$ cat src/rtl/uart_rx_axis.sv
// uart_rx_axis: 8N1 UART receiver to AXI-Stream with framing/overrun flags; define UART_RX_PARITY_EN for even parity
module uart_rx_axis #(
  parameter int CLK_FREQ   = 100000000,
  parameter int BAUD       = 1000000,
  parameter int DATA_WIDTH = 8
) (
  input  logic                  aclk,
  input  logic                  arst,
  input  logic                  rx,
  output logic [DATA_WIDTH-1:0] m_data_tdata,
  output logic                  m_data_tvalid,
  input  logic                  m_data_tready,
  output logic                  frame_err,
  output logic                  overrun
);
  localparam int CPB = CLK_FREQ / BAUD;
  localparam int CW  = $clog2(CPB);
  localparam int BW  = $clog2(DATA_WIDTH + 1);
  localparam logic [CW-1:0] HALF = CW'(CPB / 2 - 1);
  localparam logic [CW-1:0] FULL = CW'(CPB - 1);
  localparam logic [BW-1:0] LAST = BW'(DATA_WIDTH - 1);
`ifdef UART_RX_PARITY_EN
  typedef enum logic [2:0] {IDLE, START, DATA, PARITY, STOP, WAIT_IDLE} state_t;
  logic par_bad, par_n;
`else
  typedef enum logic [2:0] {IDLE, START, DATA, STOP, WAIT_IDLE} state_t;
`endif
  state_t state, state_n;
  logic rx_m, rx_s, tick, done, load, ferr_n;
  logic [CW-1:0] clk_cnt, clk_n;
  logic [BW-1:0] bit_cnt, bit_n;
  logic [DATA_WIDTH-1:0] shreg, sh_n;
  assign tick = clk_cnt == (state == START ? HALF : FULL);
  assign load = done & (~m_data_tvalid | m_data_tready);
  always_comb begin
    state_n = state;
    clk_n   = tick ? '0 : clk_cnt + 1'b1;
    bit_n   = bit_cnt;
    sh_n    = shreg;
    done    = 1'b0;
    ferr_n  = 1'b0;
`ifdef UART_RX_PARITY_EN
    par_n   = par_bad;
`endif
    unique case (state)
      IDLE: begin
        clk_n = '0;
        if (!rx_s) state_n = START;
      end
      START: if (tick) state_n = rx_s ? IDLE : DATA;
      DATA: if (tick) begin
        sh_n  = {rx_s, shreg[DATA_WIDTH-1:1]};
        bit_n = bit_cnt == LAST ? '0 : bit_cnt + 1'b1;
`ifdef UART_RX_PARITY_EN
        if (bit_cnt == LAST) state_n = PARITY;
`else
        if (bit_cnt == LAST) state_n = STOP;
`endif
      end
`ifdef UART_RX_PARITY_EN
      PARITY: if (tick) begin
        par_n   = ^shreg ^ rx_s;
        state_n = STOP;
      end
      STOP: if (tick) begin
        state_n = rx_s ? IDLE : WAIT_IDLE;
        done    = rx_s & ~par_bad;
        ferr_n  = ~rx_s | par_bad;
      end
`else
      STOP: if (tick) begin
        state_n = rx_s ? IDLE : WAIT_IDLE;
        done    = rx_s;
        ferr_n  = ~rx_s;
      end
`endif
      WAIT_IDLE: begin
        clk_n = '0;
        if (rx_s) state_n = IDLE;
      end
      default: state_n = IDLE;
    endcase
  end
  always_ff @(posedge aclk) begin
    if (arst) begin
      rx_m          <= 1'b1;
      rx_s          <= 1'b1;
      state         <= IDLE;
      clk_cnt       <= '0;
      bit_cnt       <= '0;
      shreg         <= '0;
      m_data_tdata  <= '0;
      m_data_tvalid <= 1'b0;
      frame_err     <= 1'b0;
      overrun       <= 1'b0;
`ifdef UART_RX_PARITY_EN
      par_bad       <= 1'b0;
`endif
    end else begin
      rx_m          <= rx;
      rx_s          <= rx_m;
      state         <= state_n;
      clk_cnt       <= clk_n;
      bit_cnt       <= bit_n;
      shreg         <= sh_n;
      frame_err     <= ferr_n;
      overrun       <= done & m_data_tvalid & ~m_data_tready;
      m_data_tvalid <= load | (m_data_tvalid & ~m_data_tready);
      if (load) m_data_tdata <= shreg;
`ifdef UART_RX_PARITY_EN
      par_bad       <= par_n;
`endif
    end
  end
endmodule

$ cat config.mk
export PLATFORM = sky130hd
export DESIGN_NAME = uart_rx_axis
export DESIGN_NICKNAME = d
export VERILOG_FILES = /design/src/rtl/uart_rx_axis.sv
export SDC_FILE = /design/constraint.sdc
export NUM_CORES = 1
export LEC_CHECK = 0
export ABC_AREA = 0
export CORE_MARGIN = 2
export CORE_UTILIZATION = 45
export DETAILED_ROUTE_END_ITERATION = 7
export PLACE_DENSITY = 0.68
export REMOVE_ABC_BUFFERS = 1
export SYNTH_ARGS = -nofsm -noshare
export SYNTH_HDL_FRONTEND = slang
export SYNTH_SLANG_ARGS = --single-unit
$ cat constraint.sdc
create_clock -name aclk -period 1.6 [get_ports aclk]
set_input_delay 0.4 -clock aclk [delete_from_list [all_inputs] [get_ports aclk]]
set_output_delay 0.4 -clock aclk [all_outputs]
set_load 0.02 [all_outputs]
==> reports/metrics.csv <==
metric,value,unit
Hold WC Path Type,reg2reg,
outcome,finished with violations,
drt drc,0,
detailed placement HPWL,2230,um
grt met1 use,0.255,
CTS tree,built,
register area share after synthesis,0.475,
share of layout cells above drive strength 1,0.294,
initial antenna violation count,0,
crit-path max cell delay,490,ps
TritonCTS buffer count,5,
Tmin final,1700,ps
ys async rst share,0,
Fill cells,252,
clk buf depth,2,
setup TNS,-255,ps
# clock sinks,35,
final hold violations,0,
Final Net Count,202,
GR peak layer,met2,
PD cells,728,mW/mm^2
Setup Skew,6.07,ps
slack of the critical path,-103,ps
"Req. time, crit path",1880,ps
LEAKAGE,0.893,nW
Critical path buffers and inverters,1,
core area,0.00308,mm^2
WS Path Type,reg2reg,
largest net degree at the start of global routing,11,
via count,1265,
fin crit share,1.06,
placed inst area,0.00186,mm^2
Worst Max-Slew Pin Slew,303,ps
worst-path maximum fanout,3,
Die Y,61.3,um
I/O Buffers,14,
met2 GRT Util,0.307,
Crit path max-delay family,simple AND/OR/NAND/NOR gates,
Post-Syn Area,0.00148,mm^2
RSZ-0062 raised after global routing,true,
antenna diode count,0,
die area,0.00376,mm^2
Synth cell types,37,
fmax,0.587,GHz
total global routing overflow,0,
hold buffer count at CTS,0,
vias per cell,5.25,
total wire length,3320,um
synthesized flop and latch total,35,
Setup-failing EPs final,16,
violated checks,negative setup slack,
Startpoint Class,flop,
RD Place Congestion,0.822,
routed len/inst,13.8,um
Initial DRC Count,62,
Worst setup EP type,flop,
"Cell Chain, Critical Path","nor3b_4, buf_6, mux2_4, or4_1, a21oi_2",
root buf cell,clkbuf_4,
Worst VDD drop,543,uV
gr usage total,0.202,
CP arrival,1980,ps
"Avg Cell Area, Syn",9.98,um^2
Mapped Cells,148,
"Clk Latency, worst-skew pair",330,ps
Slew Limit Fails,0,
worst relative slew slack,0.798,
met3 usage,0.0588,
Die W,61.3,um
Pre-antenna DRT Iters,4,
overall power,1.48,mW
pre-CTS WS,-130,ps
Max Cap Viol,0,
row cnt,20,
initial core utilization,0.480,
CTS clock-pin slew for the worst setup and hold paths,100,ps
io pins,15,
YS warnings,0,
Synth-to-Final Area Change,38.0,%
vias in the first global route,1297,
global-route wire length before repair,5490,um
Final ANT Viol Nets,0,
H-tree depth,2,
post-route cell area,0.00204,mm^2
number of synthesized flops with an enable pin,0,
Synth Flop Type,dfxtp_1,
Worst path slowest cell,or4_1,
-- worst paths after layout --
path	depth (start not counted)	slack, ps	to	start
setup reg to reg	5	-100	bit_cnt[2]	state[2]
hold / removal	1	420	rx_s	rx_m
hold reg to reg	1	420	rx_s	rx_m
setup / recovery	5	-100	bit_cnt[2]	state[2]
-- Yosys cell counts, drive strengths merged, types with 3 or more instances --
library cell   n  area (um^2)
mux2i         16          160
nor3           5         25.0
dfxtp         35          701
or2            3         21.3
o21ai          4         20.0
nor2          16         60.1
nand2          5         21.3
nand4          4         31.3
xnor2          3         26.3
nand2b        18          113
a21oi          5         25.0
and3           3         18.8
nand3          5         25.0
-- sequential cells by signal, summed over array words and instances (netlist names), 3 cells and up --
| signal | cells |
|---|---|
| m_data_tdata | 8 |
| shreg | 8 |
| clk_cnt | 7 |
| bit_cnt | 4 |
| state | 3 |
-- final cells by class --
class                      instances  area [um^2]  share of cell area
timing repair buffer              45          399               0.196
tap                               44         55.1              0.0270
sequential                        35          706               0.346
clock buffer                       8         68.8              0.0338
multi-input combinational        108          805               0.395
inverter                           1         3.75             0.00184
-- kinds of logic after synthesis --
group | count (synthesis) | synth area share
flops | 35 | 0.475
fa+ha+maj | 2 | 0.0169
simple gates | 69 | 0.269
buf+inv | 5 | 0.0203
mux | 18 | 0.126
compound gates | 14 | 0.0636
xor+xnor | 5 | 0.0297
-- metrics by stage --
| step | utilization | cells | hold WS (ps) |
|---|---|---|---|
| finish | 0.662 | 241 | 418 |
| global placement | 0.604 | 229 | 392 |
| floorplan | - | 144 | 389 |
| detailed placement | 0.604 | 229 | 396 |
| CTS | 0.652 | 240 | 421 |
| global route | 0.662 | 241 | 434 |
-- routing by layer --
layer  vias to the layer above  part of all wire
li1                        622                 -
met1                       596              0.45
met2                        36              0.47
met3                        11             0.048
met4                         0             0.034
met5                         -                 0
-- cells in the final DEF (no fill, tap or decap), types with 3 or more instances in the layout --
master	netlist	routed
a21oi_1	5	4
and3_1	3	3
buf_4	1	25
buf_6	1	4
clkbuf_4	0	5
clkdlybuf4s50_1	0	3
dfxtp_1	35	31
dfxtp_2	0	4
dlygate4sd2_1	0	11
mux2i_1	16	16
nand2_1	4	4
nand2b_1	18	18
nand3_1	5	5
nand4_1	3	3
nor2_1	16	14
nor3_1	5	3
o21ai_0	4	4
xnor2_1	3	3
-- power by group --
| part | switching, mW | internal [mW] |
|---|---|---|
| Combinational | 0.0262 | 0.0351 |
| Clock | 0.283 | 0.259 |
| Sequential | 0.00407 | 0.875 |
| Total | 0.314 | 1.17 |
-- what timing repair did --
item,4_1_cts,5_1_grt
endpoints found under the setup margin,41,26
pin swaps,5,1
setup buffers,3,1
resized for setup,26,5
No activity file was read; power rests on OpenSTA's default activity.
